===== src/rtl/demux_buf.sv =====
// Flow-controlled demux: routes each accepted word to one channel FIFO (or to all in broadcast).
// Every channel buffers independently, so a stalled consumer only back-pressures its own traffic.
module demux_buf #(
   parameter int NUM_DATA   = 2,
   parameter int DATA_BW    = 1,
   parameter int FIFO_DEPTH = 4,
   localparam int SEL_WIDTH = $clog2(NUM_DATA),
   localparam int CNT_WIDTH = $clog2(FIFO_DEPTH) + 1
) (
   input  logic                          clk,
   input  logic                          rst,
   input  logic                          in_valid,
   output logic                          in_ready,
   input  logic [DATA_BW-1:0]            in_data,
   input  logic [SEL_WIDTH-1:0]          sel,
   input  logic                          bcast,
   output logic [NUM_DATA-1:0]           out_valid,
   input  logic [NUM_DATA-1:0]           out_ready,
   output logic [DATA_BW*NUM_DATA-1:0]   out_data,
   output logic [CNT_WIDTH*NUM_DATA-1:0] occupancy,
   output logic                          sel_err
);

   localparam int PTR_W = $clog2(FIFO_DEPTH);
   localparam logic [CNT_WIDTH-1:0] DEPTH_C = CNT_WIDTH'(FIFO_DEPTH);
   localparam logic [SEL_WIDTH:0]   NUM_C   = (SEL_WIDTH + 1)'(NUM_DATA);

   logic [NUM_DATA-1:0] full_s;
   logic [NUM_DATA-1:0] push_s;
   logic [NUM_DATA-1:0] pop_s;
   logic                sel_ok_s;
   logic                sel_full_s;
   logic                acc_s;
   logic                sel_err_r;

   // Acceptance and push decode; in_ready depends only on registered counts, sel, bcast and rst.
   always_comb begin
      sel_ok_s   = ({1'b0, sel} < NUM_C);
      sel_full_s = 1'b0;
      for (int i = 0; i < NUM_DATA; i++) begin
         sel_full_s = sel_full_s | ((sel == SEL_WIDTH'(i)) & full_s[i]);
      end
      if (rst) begin
         in_ready = 1'b0;
      end else if (bcast) begin
         in_ready = ~(|full_s);
      end else if (sel_ok_s) begin
         in_ready = ~sel_full_s;
      end else begin
         in_ready = 1'b1;
      end
      acc_s  = in_valid & in_ready;
      push_s = {NUM_DATA{1'b0}};
      for (int i = 0; i < NUM_DATA; i++) begin
         push_s[i] = acc_s & (bcast | (sel_ok_s & (sel == SEL_WIDTH'(i))));
      end
   end

   // Sticky error: an out-of-range unicast word was accepted and dropped.
   always_ff @(posedge clk) begin
      if (rst) begin
         sel_err_r <= 1'b0;
      end else if (acc_s & ~bcast & ~sel_ok_s) begin
         sel_err_r <= 1'b1;
      end else begin
         sel_err_r <= sel_err_r;
      end
   end

   assign sel_err = sel_err_r;

   for (genvar g = 0; g < NUM_DATA; g++) begin : g_ch
      logic [DATA_BW-1:0]   mem_r [FIFO_DEPTH];
      logic [PTR_W-1:0]     wr_ptr_r;
      logic [PTR_W-1:0]     rd_ptr_r;
      logic [PTR_W-1:0]     rd_nxt_s;
      logic [CNT_WIDTH-1:0] cnt_r;
      logic [CNT_WIDTH-1:0] cnt_nxt_s;
      logic [DATA_BW-1:0]   head_r;
      logic [DATA_BW-1:0]   head_nxt_s;

      assign full_s[g] = (cnt_r == DEPTH_C);
      assign pop_s[g]  = (cnt_r != {CNT_WIDTH{1'b0}}) & out_ready[g];

      // Next count and next head; a word written into the slot that becomes head is taken from in_data.
      always_comb begin
         if (pop_s[g]) begin
            rd_nxt_s = rd_ptr_r + PTR_W'(1'b1);
         end else begin
            rd_nxt_s = rd_ptr_r;
         end
         case ({push_s[g], pop_s[g]})
            2'b10:   cnt_nxt_s = cnt_r + CNT_WIDTH'(1'b1);
            2'b01:   cnt_nxt_s = cnt_r - CNT_WIDTH'(1'b1);
            default: cnt_nxt_s = cnt_r;
         endcase
         if (cnt_nxt_s == {CNT_WIDTH{1'b0}}) begin
            head_nxt_s = {DATA_BW{1'b0}};
         end else if (push_s[g] && (wr_ptr_r == rd_nxt_s)) begin
            head_nxt_s = in_data;
         end else begin
            head_nxt_s = mem_r[rd_nxt_s];
         end
      end

      // Pointer, count and registered-head state.
      always_ff @(posedge clk) begin
         if (rst) begin
            wr_ptr_r <= {PTR_W{1'b0}};
            rd_ptr_r <= {PTR_W{1'b0}};
            cnt_r    <= {CNT_WIDTH{1'b0}};
            head_r   <= {DATA_BW{1'b0}};
         end else begin
            wr_ptr_r <= push_s[g] ? (wr_ptr_r + PTR_W'(1'b1)) : wr_ptr_r;
            rd_ptr_r <= rd_nxt_s;
            cnt_r    <= cnt_nxt_s;
            head_r   <= head_nxt_s;
         end
      end

      // Storage array; contents need no reset because pointers and head are cleared.
      always_ff @(posedge clk) begin
         if (push_s[g]) begin
            mem_r[wr_ptr_r] <= in_data;
         end else begin
            mem_r[wr_ptr_r] <= mem_r[wr_ptr_r];
         end
      end

      assign out_valid[g]                        = (cnt_r != {CNT_WIDTH{1'b0}});
      assign out_data[g*DATA_BW +: DATA_BW]      = head_r;
      assign occupancy[g*CNT_WIDTH +: CNT_WIDTH] = cnt_r;
   end

endmodule

===== config.mk =====
export PLATFORM = sky130hd
export DESIGN_NAME = demux_buf
export DESIGN_NICKNAME = d
export VERILOG_FILES = /design/src/rtl/demux_buf.sv
export SDC_FILE = /design/constraint.sdc
export NUM_CORES = 1
export LEC_CHECK = 0
export CAP_MARGIN = 40
export CORE_MARGIN = 2
export CORE_UTILIZATION = 54
export DETAILED_ROUTE_END_ITERATION = 7
export PLACE_DENSITY = 0.84
export SYNTH_ARGS = -nofsm -noshare
export SYNTH_HDL_FRONTEND = slang
export SYNTH_SLANG_ARGS = --single-unit

===== constraint.sdc =====
create_clock -name clk -period 3.5 [get_ports clk]
set_input_delay 1.05 -clock clk [delete_from_list [all_inputs] [get_ports clk]]
set_output_delay 1.05 -clock clk [all_outputs]
set_load 0.02 [all_outputs]

; Yosys cells after proc, flatten, opt, wreduce, memory -nomap -nowiden
; Memories as Yosys holds them, arrays and structs flattened. A register that Yosys moved wholly into a read port is not among the register bits.
; Index checks and enable logic that the tools add are counted.
[totals]
register_bits = 14
latch_bits = 0
ram_bits = 8
romBits = 0
input_bits = 8
out_inout_bits = 12
word_cells = 62
mem_count = 2
[mem_list]
columns = memory, words, word_bits, rd, rd_clocked_by_memory_dff, wr, line_no
row1 = g_ch[0].mem_r, 4, 1, 1, 1, 1, 73  ; logic [DATA_BW-1:0] mem_r [FIFO_DEPTH];
row2 = g_ch[1].mem_r, 4, 1, 1, 1, 1, 73
[op_classes]
addsub = 8
mul = 0
n_div = 0
order_cmp = 0
n_eq_ne = 8
n_shift = 0
muxes = 14
bitwise = 15
n_reduce_logical = 9
[op_table]
columns = cell, count
row1 = case mux 3 bit (2 select lines), 2
row2 = 2-to-1 mux 1 bit, 10
row3 = "adder 2 x 1 -> 2 bit, second input constant", 4
row4 = bitwise AND 1 bit, 7
row5 = "adder 3 x 1 -> 3 bit, second input constant", 2
row6 = "equality test 3 bit, second input constant", 2
row7 = logical NOT 3 bit, 2
row8 = nonzero test 3 bit, 2
row9 = OR reduction 2 bit, 3
row10 = "subtractor 3 x 1 -> 3 bit, second input constant", 2
row11 = bitwise OR 1 bit, 5
row12 = "equality test 2 x 1 -> 1 bit, second input constant", 2
row13 = "equality test 2 bit, second input constant", 2
row14 = 2-to-1 mux 2 bit, 2
row15 = AND reduction 2 bit, 2
row16 = NOT 1 bit, 3
row17 = inequality test 0 bit, 2

; Logic depth before layout (Yosys ltp)
[depth]
depth_word = 12
mapped_depth = 11

; Worst setup path after synthesis
; OpenSTA, ideal clock, no wires.
[synth_path]
path_kind = input port to flip-flop
from = input port sel
to = register g_ch[0].head_r (read register of g_ch[0].mem_r)
setup_ns = 0.086
arrival_time_ns = 2.995
path_slack_ns = 0.418
path_stages = 11
n_path_buf = 0
cell_sequence = nor2b_1 > a2111oi_4 > inv_2 > ha_1 > inv_1 > fa_1 > xor2_1 > or3_1 > a21oi_1 > nor3_1 > a221oi_2
[synth_between]
elab_chain_len = 12
[synth_lines]
columns = element, line_no
row1 = "start, declared", 15  ; input logic [SEL_WIDTH-1:0] sel,
row2 = NOT 1 bit, "41, 55"
row3 = bitwise AND 1 bit, 41  ; sel_full_s = sel_full_s | ((sel == SEL_WIDTH'(i)) & full_s[i]);
row4 = bitwise OR 1 bit, 41
row5 = NOT 1 bit, 48  ; in_ready = ~sel_full_s;
row6 = 2-to-1 mux 1 bit, 45  ; end else if (bcast) begin
row7 = 2-to-1 mux 1 bit, 43  ; if (rst) begin
row8 = bitwise AND 1 bit, 52  ; acc_s = in_valid & in_ready;
row9 = bitwise AND 1 bit (*), 55  ; push_s[i] = acc_s & (bcast | (sel_ok_s & (sel == SEL_WIDTH'(i))));
row10 = equality test 2 x 1 -> 1 bit / equality test 2 bit (equally long branches), 92  ; case ({push_s[g], pop_s[g]})
row11 = case mux 3 bit (2 select lines) (*), 92
row12 = logical NOT 3 bit (*), 97  ; if (cnt_nxt_s == {CNT_WIDTH{1'b0}}) begin
row13 = OR reduction 2 bit (no source line) (*), -
row14 = "end, declared", 79  ; logic [DATA_BW-1:0] head_r;
; Every way passes the cells marked *; elsewhere a longest branch is shown, timed or not.
; A chain may end at the register's enable or synchronous reset.

; Worst setup path after layout
[layout_path]
from = input port sel
to = output port in_ready
[layout_between]
elab_chain_len = 6
[layout_lines]
columns = element, line_no
row1 = NOT 1 bit, 41
row2 = bitwise AND 1 bit, 41
row3 = bitwise OR 1 bit (*), 41
row4 = NOT 1 bit (*), 48
row5 = 2-to-1 mux 1 bit (*), 45
row6 = 2-to-1 mux 1 bit (*), 43
row7 = "end, declared", 13  ; output logic in_ready,
; Marked as above.

==> flow_summary.yaml <==
timing:
  finalSetupViolCount: 0
  rsz0062_at_grt: "false"
  final_min_period_over_clock_period_pct: 96.0
  min_clock_period_post_route_ns: 3.36
  clock_skews_ns: 0.00411
  max_clock_freq_mhz: 298
  final_hold_viol_count: 0
  timing.final.max_slew_violations: 0
  setup-tns-final_ns: 0
global_routing:
  global_route.overflow_total: 0
  grt_start_max_net_pins: 16
  grt_antenna_before_repair: 0
  grt_use_total_pct: 20.4
  number_of_global_route_vias_before_repair: 1184
  global_route_wire_length_before_repair_um: 5100
worst_setup_path:
  worstSetupEndpointType: "output pin"
  worst-setup-path-type: "in -> out"
  timing.critical_path.arrival_ns: 2.31
  required_time_at_the_worst_slack_endpoint_ns: 2.45
  setup.worst_path.start_class: "primary input"
  timing.critical_path.fanout_max: 2
drt:
  route.detailed.vias_per_inst: 5.50
  ant_nets: 0
  wl_per_cell_um: 14.1
  drt_wl_total_um: 2900
  detailedRoute.firstPassIterationCount: 4
  detail_route.drc_violations: 0
  num_vias: 1134
  detail_route.iter0.violations: 53
layout:
  mostFrequentLayoutCell: "clkdlybuf4s50_1"
  area.sequential_sq_um: 561
  antenna_cells_inserted: 0
  drive_gt1_share_pct: 20.0
  finish.instance_area_sq_um: 1830
  most-common-layout-cells: "clkdlybuf4s50_1, dfxtp_1, nor2_1"
  nets: 196
  instances_no_fill: 206
  utilization_pct: 67.6
  multi_input_area_sq_um: 863
  final.fill_count: 218
  area_growth_pct: 22.0
logic_synthesis:
  ys_ff_latch: 24
  synthesis.instances: 145
  synth_fp_nets: 165
  synth_cell_type_count: 36
  post_synth.cell_area_avg_sq_um: 10.4
  synth-seq-area-share_pct: 37.3
  cell_area_after_synthesis_sq_um: 1500
  ys.warnings.count: 0
power:
  static-leakage-power_nw: 0.677
  power.density_nw_per_um2: 660
  ir_worst_vdd_uv: 537
placement:
  place.gp.congestion: 0.775
  port_buffers: 18
  place_inst: 202
  detail_placement_hpwl_um: 2320
  placed_inst_area_sq_um: 1790
outcome:
  status: "completed"
floorplan:
  dieArea_sq_um: 3220
  floorplan.die.width_um: 56.8
  coreArea_sq_um: 2710
  design.portCount: 20
  die_h_um: 56.8
  initial_utilization_pct: 55.4
  placement_rows: 19
clock_tree:
  numCtsBuffers: 3
  cell_chosen_for_the_clock_root: "clkbuf_4"
  tritoncts_num_sinks: 24
  ctsHtreeMaxLevel: 1
  worstSkewPairLatency_ns: 0.33
  post-cts-setup-buffer-count: 0
  clock_path_buffers: 2
  clk_pin_slew_ns: 0.13
  tritoncts: "done"
flow_run:
  drv.max_cap_violation_count: 0
hold_path:
  holdCritPathClass: "reg -> reg"
routing by layer:
layer / vias up / global-route usage [%] / share of wire (%)
li1: 559 / - / -
met1: 546 / 22.0 / 38
met2: 22 / 38.7 / 57
met3: 7 / 2.76 / 2.9
met4: 0 / 9.30 / 1.9
met5: - / 0 / 0
worst max-delay path, cell delays in order:
cell and delay [ns]:
clkdlybuf4s50_1 0.49, mux2_2 0.34, o22ai_1 0.13, nor2b_1 0.14, buf_2 0.16
registers in the layout (all words and copies together) (netlist names):
| name | count |
|---|---|
| g_ch.wr_ptr_r | 4 |
| g_ch.cnt_r | 6 |
| g_ch.head_r | 2 |
| g_ch.rd_ptr_r | 4 |
| g_ch.mem_r | 8 |
layout make-up:
type / count / area share, %
Multi-Input combinational cell: 103 / 47.1
Sequential cell: 24 / 30.6
Timing Repair Buffer: 30 / 14.5
Inverter: 14 / 2.87
Tap cell: 31 / 2.12
Clock inverter: 1 / 1.64
Clock buffer: 3 / 1.23
synthesized netlist by cell type:
cell	number	area, sq um
nor2_1	13	48.8
buf_4	3	22.5
xor2_1	6	52.6
edfxtp_1	8	240
and2_2	1	7.51
o311ai_1	2	17.5
mux2i_1	2	20.0
inv_1	10	37.5
nor3_1	7	35.0
nor3_2	1	10.0
mux2_2	1	11.3
and2_1	7	43.8
nor3b_2	2	25.0
nand3b_1	1	7.51
ha_1	10	125
a21oi_1	6	30.0
xnor2_2	2	32.5
a211oi_1	2	15.0
nor3b_1	2	15.0
a221oi_2	2	30.0
or3_1	4	25.0
clkbuf_1	1	3.75
nor2b_1	2	12.5
nand2b_1	1	6.26
o21ai_0	6	30.0
a2111oi_4	2	55.1
conb_1	1	3.75
o31ai_4	2	42.5
o311a_1	2	20.0
nand2_1	6	22.5
fa_1	2	40.0
inv_2	4	15.0
dfxtp_1	16	320
o22ai_1	1	6.26
nand3b_4	1	20.0
xnor2_1	6	52.6
power breakdown:
group	internal, mW	switching, mW	total, mW
logic	0.291	0.300	0.591
registers	0.334	0.0804	0.415
clock network	0.116	0.0891	0.205
metrics by stage:
stage / worst slack, ns / hold slack [ns] / power, mW
finish: 0.140 / 0.512 / 1.21
floorplan: 0.418 / 0.469 / 0.808
CTS: 0.0286 / 0.516 / 1.22
global placement: -0.248 / 0.484 / 0.969
detailed placement: -0.303 / 0.499 / 1.01
global route: 0.0440 / 0.544 / 1.28
path summary, 6_finish.rpt:
path	from	endpoint	slack (ns)	depth (start not counted)
setup / recovery	sel	in_ready	0.14	5
hold / removal	g_ch[1].wr_ptr_r[1]$_SDFFE_PP0P_	g_ch[1].wr_ptr_r[1]$_SDFFE_PP0P_	0.51	2
setup reg to reg	g_ch[1].cnt_r[0]$_SDFF_PP0_	g_ch[0].head_r$_SDFF_PP0_	0.87	12
hold reg to reg	g_ch[1].wr_ptr_r[1]$_SDFFE_PP0P_	g_ch[1].wr_ptr_r[1]$_SDFFE_PP0P_	0.51	2
logic make-up after synthesis:
group,count (synthesis),synth area share [%]
and+or+nand+nor,48,18.6
AOI/OAI and AO/OA,25,16.4
DFF,24,37.3
buffers and inverters,18,5.25
xor gates and xnor gates,14,9.16
adders and majority gates,12,11.0
muxes,3,2.08
other,1,0.250
what timing repair did:
item                       in CTS  in global routing
hold buffers                    0                  0
resized for setup               3                  1
setup endpoints to repair       1                  1
Power figures use the tool's default switching activity.
